File: src/rtl/level_pkg.sv
// Shared constants for the battery-level display path: level codes, LED width
// and the alarm FSM state encoding.
package level_pkg;

    localparam int LED_W = 5;

    localparam logic [2:0] LVL_CRIT = 3'd0;
    localparam logic [2:0] LVL_LOW  = 3'd1;
    localparam logic [2:0] LVL_MED  = 3'd2;
    localparam logic [2:0] LVL_HIGH = 3'd3;
    localparam logic [2:0] LVL_FULL = 3'd4;

    typedef logic [1:0] alarm_state_t;

    localparam alarm_state_t ST_IDLE     = 2'd0;
    localparam alarm_state_t ST_ALARM    = 2'd1;
    localparam alarm_state_t ST_SILENCED = 2'd2;
    localparam alarm_state_t ST_WARN     = 2'd3;

    function automatic logic [LED_W-1:0] lvl2led(input logic [2:0] code);
        return LED_W'(1) << code;
    endfunction

endpackage

File: src/rtl/level_debouncer.sv
// Decodes the active-low one-hot comparator flags and commits a new level only
// after STABLE_CYCLES consecutive identical valid samples.
module level_debouncer
    import level_pkg::*;
#(
    parameter int STABLE_CYCLES = 8
) (
    input  logic             clk,
    input  logic             rst_n,
    input  logic [LED_W-1:0] flags_n_i,
    output logic [2:0]       level_code_o,
    output logic             level_changed_o
);

    localparam int              CW       = $clog2(STABLE_CYCLES + 1);
    localparam logic [CW-1:0]   STABLE_C = CW'(STABLE_CYCLES);

    logic [LED_W-1:0] flags;
    logic             cand_valid;
    logic             cand_diff;
    logic [2:0]       cand_code;

    logic [2:0]    level_q, level_d;
    logic [2:0]    pend_q, pend_d;
    logic [CW-1:0] cnt_q, cnt_d;
    logic          chg_q, chg_d;

    assign flags      = ~flags_n_i;
    assign cand_valid = $onehot(flags);
    assign cand_diff  = cand_valid && (cand_code != level_q);

    always_comb begin
        cand_code = '0;
        for (int i = 0; i < LED_W; i++) begin
            if (flags[i]) cand_code = 3'(i);
        end
    end

    // The commit check looks at the next count so a step lands on edge N, not N+1.
    always_comb begin
        level_d = level_q;
        pend_d  = pend_q;
        cnt_d   = cnt_q;
        chg_d   = 1'b0;
        if (cand_diff && (cand_code == pend_q)) begin
            cnt_d = cnt_q + CW'(1);
        end else begin
            pend_d = cand_code;
            cnt_d  = cand_diff ? CW'(1) : '0;
        end
        if (cnt_d == STABLE_C) begin
            level_d = pend_d;
            chg_d   = 1'b1;
            cnt_d   = '0;
        end
    end

    always_ff @(posedge clk or negedge rst_n) begin
        if (!rst_n) begin
            level_q <= LVL_CRIT;
            pend_q  <= '0;
            cnt_q   <= '0;
            chg_q   <= 1'b0;
        end else begin
            level_q <= level_d;
            pend_q  <= pend_d;
            cnt_q   <= cnt_d;
            chg_q   <= chg_d;
        end
    end

    assign level_code_o    = level_q;
    assign level_changed_o = chg_q;

endmodule

File: src/rtl/level_display_ctrl.sv
// Battery level display: debounced LED bar / level code plus critical alarm FSM.
// Optional LOW_WARN_EN adds a slow-blink, silent WARN state for the low level.
module level_display_ctrl
    import level_pkg::*;
#(
    parameter int STABLE_CYCLES = 8,
    parameter int BLINK_DIV     = 25000000
) (
    input  logic             clk,
    input  logic             rst_n,
    input  logic             critic_n,
    input  logic             low_n,
    input  logic             medium_n,
    input  logic             high_n,
    input  logic             full_n,
    input  logic             ack,
    output logic [LED_W-1:0] led,
    output logic [2:0]       level_code,
    output logic             level_changed,
    output logic             alarm_led,
    output logic             buzzer
);

    localparam int            BW         = $clog2(BLINK_DIV);
    localparam logic [BW-1:0] BLINK_LAST = BW'(BLINK_DIV - 1);

    alarm_state_t  state_q, state_d;
    logic [BW-1:0] blink_q, blink_d;
    logic          aled_q, aled_d;
    logic          is_crit;
    logic          blink_wrap;
`ifdef LOW_WARN_EN
    logic          phase_q, phase_d;
`endif

    level_debouncer #(
        .STABLE_CYCLES(STABLE_CYCLES)
    ) u_deb (
        .clk            (clk),
        .rst_n          (rst_n),
        .flags_n_i      ({full_n, high_n, medium_n, low_n, critic_n}),
        .level_code_o   (level_code),
        .level_changed_o(level_changed)
    );

    assign led        = lvl2led(level_code);
    assign is_crit    = (level_code == LVL_CRIT);
    assign blink_wrap = (blink_q == BLINK_LAST);

    always_comb begin
        state_d = state_q;
        blink_d = blink_q;
        aled_d  = aled_q;
`ifdef LOW_WARN_EN
        phase_d = phase_q;
`endif
        case (state_q)
            ST_ALARM: begin
                if (!is_crit) begin
                    state_d = ST_IDLE;
                    aled_d  = 1'b0;
                    blink_d = '0;
                end else if (ack) begin
                    state_d = ST_SILENCED;
                    aled_d  = 1'b1;
                    blink_d = '0;
                end else if (blink_wrap) begin
                    blink_d = '0;
                    aled_d  = ~aled_q;
                end else begin
                    blink_d = blink_q + BW'(1);
                end
            end
            ST_SILENCED: begin
                blink_d = '0;
                if (!is_crit) begin
                    state_d = ST_IDLE;
                    aled_d  = 1'b0;
`ifdef LOW_WARN_EN
                    if (level_code == LVL_LOW) begin
                        state_d = ST_WARN;
                        aled_d  = 1'b1;
                        phase_d = 1'b0;
                    end
`endif
                end else begin
                    aled_d = 1'b1;
                end
            end
`ifdef LOW_WARN_EN
            // Half-period is doubled by toggling only on every second counter wrap.
            ST_WARN: begin
                if (is_crit) begin
                    state_d = ST_ALARM;
                    aled_d  = 1'b1;
                    blink_d = '0;
                end else if (level_code != LVL_LOW) begin
                    state_d = ST_IDLE;
                    aled_d  = 1'b0;
                    blink_d = '0;
                end else if (blink_wrap) begin
                    blink_d = '0;
                    phase_d = ~phase_q;
                    if (phase_q) aled_d = ~aled_q;
                end else begin
                    blink_d = blink_q + BW'(1);
                end
            end
`endif
            default: begin
                aled_d  = 1'b0;
                blink_d = '0;
                state_d = ST_IDLE;
                if (is_crit) begin
                    state_d = ST_ALARM;
                    aled_d  = 1'b1;
                end
`ifdef LOW_WARN_EN
                else if (level_code == LVL_LOW) begin
                    state_d = ST_WARN;
                    aled_d  = 1'b1;
                    phase_d = 1'b0;
                end
`endif
            end
        endcase
    end

    always_ff @(posedge clk or negedge rst_n) begin
        if (!rst_n) begin
            state_q <= ST_IDLE;
            blink_q <= '0;
            aled_q  <= 1'b0;
`ifdef LOW_WARN_EN
            phase_q <= 1'b0;
`endif
        end else begin
            state_q <= state_d;
            blink_q <= blink_d;
            aled_q  <= aled_d;
`ifdef LOW_WARN_EN
            phase_q <= phase_d;
`endif
        end
    end

    assign alarm_led = aled_q;
    assign buzzer    = (state_q == ST_ALARM) && aled_q;

endmodule

File: config.mk
export PLATFORM = sky130hd
export DESIGN_NAME = level_display_ctrl
export DESIGN_NICKNAME = d
export VERILOG_FILES = /design/src/rtl/level_pkg.sv /design/src/rtl/level_debouncer.sv /design/src/rtl/level_display_ctrl.sv
export SDC_FILE = /design/constraint.sdc
export NUM_CORES = 1
export LEC_CHECK = 0
export BUFFER_PORTS_ARGS = -buffer_cell sky130_fd_sc_hd__buf_2
export CORE_MARGIN = 2
export CORE_UTILIZATION = 45
export DETAILED_ROUTE_END_ITERATION = 6
export PLACE_DENSITY = 0.67
export SYNTH_ARGS = -nofsm -noshare
export SYNTH_HDL_FRONTEND = slang
export SYNTH_SLANG_ARGS = --single-unit
File: constraint.sdc
create_clock -name clk -period 2.93 [get_ports clk]
set_input_delay 0.586 -clock clk [delete_from_list [all_inputs] [get_ports clk]]
set_output_delay 0.586 -clock clk [all_outputs]
set_load 0.01 [all_outputs]
==> metrics.txt <==
# TYPE chip_impl_metric gauge
chip_impl_metric{name="fin_tns_setup",unit="ns"} 0
chip_impl_metric{name="met3_wirelength",unit="um"} 80
chip_impl_metric{name="clock_sink_count",unit=""} 39
chip_impl_metric{name="cts_post_setup_buffers_inserted",unit=""} 0
chip_impl_metric{name="synth-compound-area-share",unit=""} 0.0372
chip_impl_metric{name="drt_drc_violations_left",unit=""} 0
chip_impl_metric{name="power_density",unit="nW/um^2"} 501
chip_impl_metric{name="timing.final.crit_period",unit="ns"} 2.81
chip_impl_metric{name="route.detailed.vias_per_inst",unit=""} 5.09
chip_impl_metric{name="power_leakage",unit="nW"} 1.12
chip_impl_metric{name="firstDrtPassIters",unit=""} 4
chip_impl_metric{name="final_hold_violating_endpoints",unit=""} 0
chip_impl_metric{name="met2_wirelength",unit="um"} 1880
chip_impl_metric{name="yosys_register_bits",unit=""} 39
chip_impl_info{name="run_status",value="completed"} 1
chip_impl_metric{name="synth-edff-count",unit=""} 0
chip_impl_metric{name="core.rowCount",unit=""} 24
chip_impl_info{name="synth_ff_type",value="sky130_fd_sc_hd__dfrtp_1"} 1
chip_impl_metric{name="die_area",unit="sq um"} 5270
chip_impl_metric{name="die_w",unit="um"} 72.6
chip_impl_metric{name="critPathArrivalTime",unit="ns"} 3.00
chip_impl_metric{name="number_of_cells_on_the_worst_reg_to_reg_path",unit=""} 6
chip_impl_metric{name="synth_warnings",unit=""} 0
chip_impl_metric{name="vias_in_the_first_global_route",unit=""} 1591
chip_impl_info{name="setup.worst_path.start",value="low_n"} 1
chip_impl_metric{name="ys_async_rst_share",unit=""} 1.00
chip_impl_metric{name="place_congestion",unit=""} 0.788
chip_impl_metric{name="cts_buffer_depth",unit=""} 2
chip_impl_metric{name="drt_wl_total",unit="um"} 3820
chip_impl_metric{name="worstMarginPinSlew",unit="ns"} 0.854
chip_impl_info{name="min_path_type",value="input port to asynchronous set/reset pin"} 1
chip_impl_metric{name="synth_simple_gate_area_share",unit=""} 0.249
chip_impl_metric{name="setup_viol_count_final",unit=""} 0
chip_impl_metric{name="total_number_of_h_tree_levels",unit=""} 2
chip_impl_metric{name="synthAdderAreaFrac",unit=""} 0.0603
chip_impl_info{name="cts_root_buf",value="sky130_fd_sc_hd__clkbuf_8"} 1
chip_impl_info{name="yosys-top-cells-area",value="sky130_fd_sc_hd__dfrtp_1, sky130_fd_sc_hd__nor2_1, sky130_fd_sc_hd__xor2_1"} 1
chip_impl_metric{name="number_of_antenna_violations_at_the_first_check_in_global_routing",unit=""} 0
chip_impl_info{name="synthDominantAreaCellType",value="sky130_fd_sc_hd__dfrtp_1"} 1
chip_impl_metric{name="finalClockSkew",unit="ns"} 0.00290
chip_impl_metric{name="ioPinCount",unit=""} 19
chip_impl_metric{name="synth.top_cell.area_share",unit=""} 0.461
chip_impl_metric{name="setup.reg_to_reg.worst_slack",unit="ns"} 0.61
chip_impl_metric{name="routed-via-count",unit=""} 1507
chip_impl_metric{name="numCtsBuffers",unit=""} 5
chip_impl_metric{name="final_net_count",unit=""} 260
chip_impl_metric{name="post_cts_hold_buffer_count",unit=""} 0
chip_impl_metric{name="maxCapViolCount",unit=""} 0
chip_impl_metric{name="portion_of_the_clock_cycle_consumed_by_the_worst_path_in_the_final_layout",unit=""} 0.960
chip_impl_info{name="tritoncts",value="done"} 1
chip_impl_metric{name="antennaDiodeCount",unit=""} 0
chip_impl_info{name="synth_top_family_by_area",value="simple AND/OR/NAND/NOR gates"} 1
chip_impl_info{name="crit_path_end",value="u_deb.level_code_o[0]"} 1
chip_impl_info{name="worst_r2r_startpoint",value="u_deb.level_code_o[1]"} 1
chip_impl_metric{name="critPathRequiredTime",unit="ns"} 3.11
chip_impl_metric{name="drive_above_1_share",unit=""} 0.230
chip_impl_metric{name="wl_met1",unit="um"} 1770
chip_impl_metric{name="grt_usage",unit=""} 0.173
chip_impl_metric{name="worst_setup_hold_path_clk_slew",unit="ns"} 0.07
chip_impl_metric{name="netlist_area",unit="sq um"} 2120
chip_impl_info{name="start_kind",value="input port"} 1
chip_impl_metric{name="nFillCells",unit=""} 402
chip_impl_metric{name="start_util",unit=""} 0.476
chip_impl_info{name="cp_slowest_cell",value="sky130_fd_sc_hd__or4b_4"} 1
chip_impl_metric{name="synthesis.area_per_instance",unit="sq um"} 9.94
chip_impl_metric{name="critPathMaxFanout",unit=""} 3
chip_impl_metric{name="yosysSeqAreaShare",unit=""} 0.461
chip_impl_metric{name="synth.mux.area_fraction",unit=""} 0.0260
chip_impl_metric{name="fmaxAchievable",unit="MHz"} 355
chip_impl_info{name="critical_path_class",value="input port to flip-flop"} 1
chip_impl_info{name="reg_to_reg_critical_path_endpoint",value="u_deb.level_code_o[0]"} 1
chip_impl_metric{name="timing.final.ws_setup",unit="ns"} 0.116
chip_impl_metric{name="route.detailed.wl_per_inst",unit="um"} 12.9
chip_impl_info{name="crit_chain",value="buf_2 -> inv_8 -> ha_4 -> fa_2 -> inv_2 -> fa_1 -> nand3_1 -> nand2b_4 -> or2_4 -> or4b_4 -> mux2_4"} 1
chip_impl_info{name="rsz0062_at_grt",value="no"} 1
chip_impl_metric{name="grt_pass1_wl",unit="um"} 7070
chip_impl_metric{name="placeableCoreArea",unit="sq um"} 4440
chip_impl_metric{name="die_y",unit="um"} 72.6
chip_impl_metric{name="syn_to_final_growth",unit="%"} 16.5
chip_impl_metric{name="ant_nets",unit=""} 0
chip_impl_metric{name="io_buffer_count",unit=""} 18
chip_impl_metric{name="maxSlewHeadroom",unit=""} 0.431
chip_impl_metric{name="place.detailed.hpwl",unit="um"} 2750
chip_impl_metric{name="cts.repair.resized",unit=""} 0
chip_impl_metric{name="cp_slowest_stage_delay",unit="ns"} 0.52
chip_impl_metric{name="detailedPlace.worstSlack",unit="ns"} -0.214
chip_impl_metric{name="synth_xor_area_frac",unit=""} 0.128
chip_impl_metric{name="insertion_delay",unit="ns"} 0.29
chip_impl_info{name="setup.worst_path.end_class",value="flip-flop"} 1
chip_impl_metric{name="synthesis.nets",unit=""} 230
chip_impl_metric{name="peakVddDrop",unit="mV"} 0.235
chip_impl_metric{name="synth_instances",unit=""} 213
chip_impl_metric{name="grt_max_degree",unit=""} 40
chip_impl_metric{name="first_iter_violations",unit=""} 109
chip_impl_metric{name="fin_worst_hold_slack",unit="ns"} 0.404
chip_impl_info{name="topRoutingLayerUsed",value="met4"} 1
chip_impl_metric{name="ys_types",unit=""} 41
chip_impl_metric{name="grt_remaining_overflow",unit=""} 0
chip_impl_metric{name="timing_max_transition_violations_final",unit=""} 0
-- layer usage --
layer	GRT usage	up-vias
li1	-	766
met1	0.208	720
met2	0.293	14
met3	0.0331	7
met4	0.0926	0
met5	0	-
-- cell type report --
type | instances | area, sq um | share of cell area
Inverter | 16 | 75.1 | 0.0304
Clock buffer | 8 | 100 | 0.0406
Multi-Input combinational cell | 154 | 1090 | 0.443
Timing Repair Buffer | 27 | 158 | 0.0639
Tap cell | 52 | 65.1 | 0.0264
Sequential cell | 39 | 976 | 0.396
-- metrics by stage --
stage	power (mW)	utilization	area, sq um	cells
floorplan	0.760	-	2170	213
global placement	0.844	0.533	2370	288
detailed placement	0.848	0.533	2370	288
CTS	1.25	0.555	2470	296
global route	1.31	0.555	2470	296
finish	1.24	0.555	2470	296
-- synthesized netlist by cell type (2+ instances only) --
cell type,number
sky130_fd_sc_hd__dfrtp_1,39
sky130_fd_sc_hd__xor2_1,15
sky130_fd_sc_hd__nand2_1,11
sky130_fd_sc_hd__and2b_2,2
sky130_fd_sc_hd__clkbuf_1,3
sky130_fd_sc_hd__nor2_1,38
sky130_fd_sc_hd__nor4b_1,2
sky130_fd_sc_hd__nor2b_1,2
sky130_fd_sc_hd__and4_1,3
sky130_fd_sc_hd__nand4_1,7
sky130_fd_sc_hd__and2_1,4
sky130_fd_sc_hd__fa_1,2
sky130_fd_sc_hd__xnor2_1,14
sky130_fd_sc_hd__nand3_1,10
sky130_fd_sc_hd__inv_1,15
sky130_fd_sc_hd__mux2_4,3
sky130_fd_sc_hd__nand2b_1,2
sky130_fd_sc_hd__and3_1,3
sky130_fd_sc_hd__nor3_1,5
sky130_fd_sc_hd__and2_2,2
sky130_fd_sc_hd__ha_1,7
sky130_fd_sc_hd__a21oi_1,3
sky130_fd_sc_hd__o21ai_0,3
-- placed cells by master, fill, tap and decap left out, types with 2 or more instances in the layout --
cell type / count
sky130_fd_sc_hd__a21oi_1: 3
sky130_fd_sc_hd__and2_1: 4
sky130_fd_sc_hd__and2_2: 2
sky130_fd_sc_hd__and2b_2: 2
sky130_fd_sc_hd__and3_1: 3
sky130_fd_sc_hd__and4_1: 3
sky130_fd_sc_hd__buf_2: 18
sky130_fd_sc_hd__buf_4: 9
sky130_fd_sc_hd__clkbuf_8: 7
sky130_fd_sc_hd__dfrtp_1: 39
sky130_fd_sc_hd__ha_1: 5
sky130_fd_sc_hd__ha_4: 2
sky130_fd_sc_hd__inv_1: 10
sky130_fd_sc_hd__inv_2: 3
sky130_fd_sc_hd__mux2_4: 3
sky130_fd_sc_hd__nand2_1: 11
sky130_fd_sc_hd__nand3_1: 10
sky130_fd_sc_hd__nand4_1: 7
sky130_fd_sc_hd__nor2_1: 38
sky130_fd_sc_hd__nor2b_1: 2
sky130_fd_sc_hd__nor3_1: 5
sky130_fd_sc_hd__nor4b_1: 2
sky130_fd_sc_hd__o21ai_0: 3
sky130_fd_sc_hd__xnor2_1: 14
sky130_fd_sc_hd__xor2_1: 15
-- cells by family after synthesis --
| group | count (synthesis) |
|---|---|
| simple gates | 100 |
| flops | 39 |
| xor+xnor | 30 |
| buf+inv | 20 |
| compound gates | 11 |
| fa+ha+maj | 9 |
| mux | 4 |
-- sequential cells by signal, indices dropped and copies added, names as in the netlist --
register / count
alarm_led: 1
blink_q: 25
state_q: 2
u_deb.cnt_q: 4
u_deb.level_changed_o: 1
u_deb.level_code_o: 3
u_deb.pend_q: 3
-- critical path, delay by kind of cell --
family	cells	cell delay (ns)
multiplexers	1	0.31
adder cells (fa/ha/maj)	3	0.92
AND/OR/NAND/NOR	4	0.99
buffers and inverters	3	0.21
-- worst min-delay path by stage --
| stage | from | slack, ns | end | cells after the start |
|---|---|---|---|---|
| 4_1_cts | rst_n | 0.43 | blink_q[13] | 1 |
| 3_3_place_gp | blink_q[0] | 0.44 | blink_q[0] | 1 |
| 2_1_floorplan | rst_n | 0.29 | alarm_led | 0 |
| 5_1_grt | rst_n | 0.48 | blink_q[13] | 1 |
| 6_report | rst_n | 0.40 | u_deb.cnt_q[1] | 1 |
| 3_5_place_dp | blink_q[0] | 0.45 | blink_q[0] | 1 |
-- where the power goes --
part | switching (mW) | leakage (nW) | internal [mW]
clock network | 0.185 | 0.0515 | 0.215
registers | 0.0195 | 0.530 | 0.565
logic | 0.147 | 0.535 | 0.104
Power figures use the tool's default switching activity.
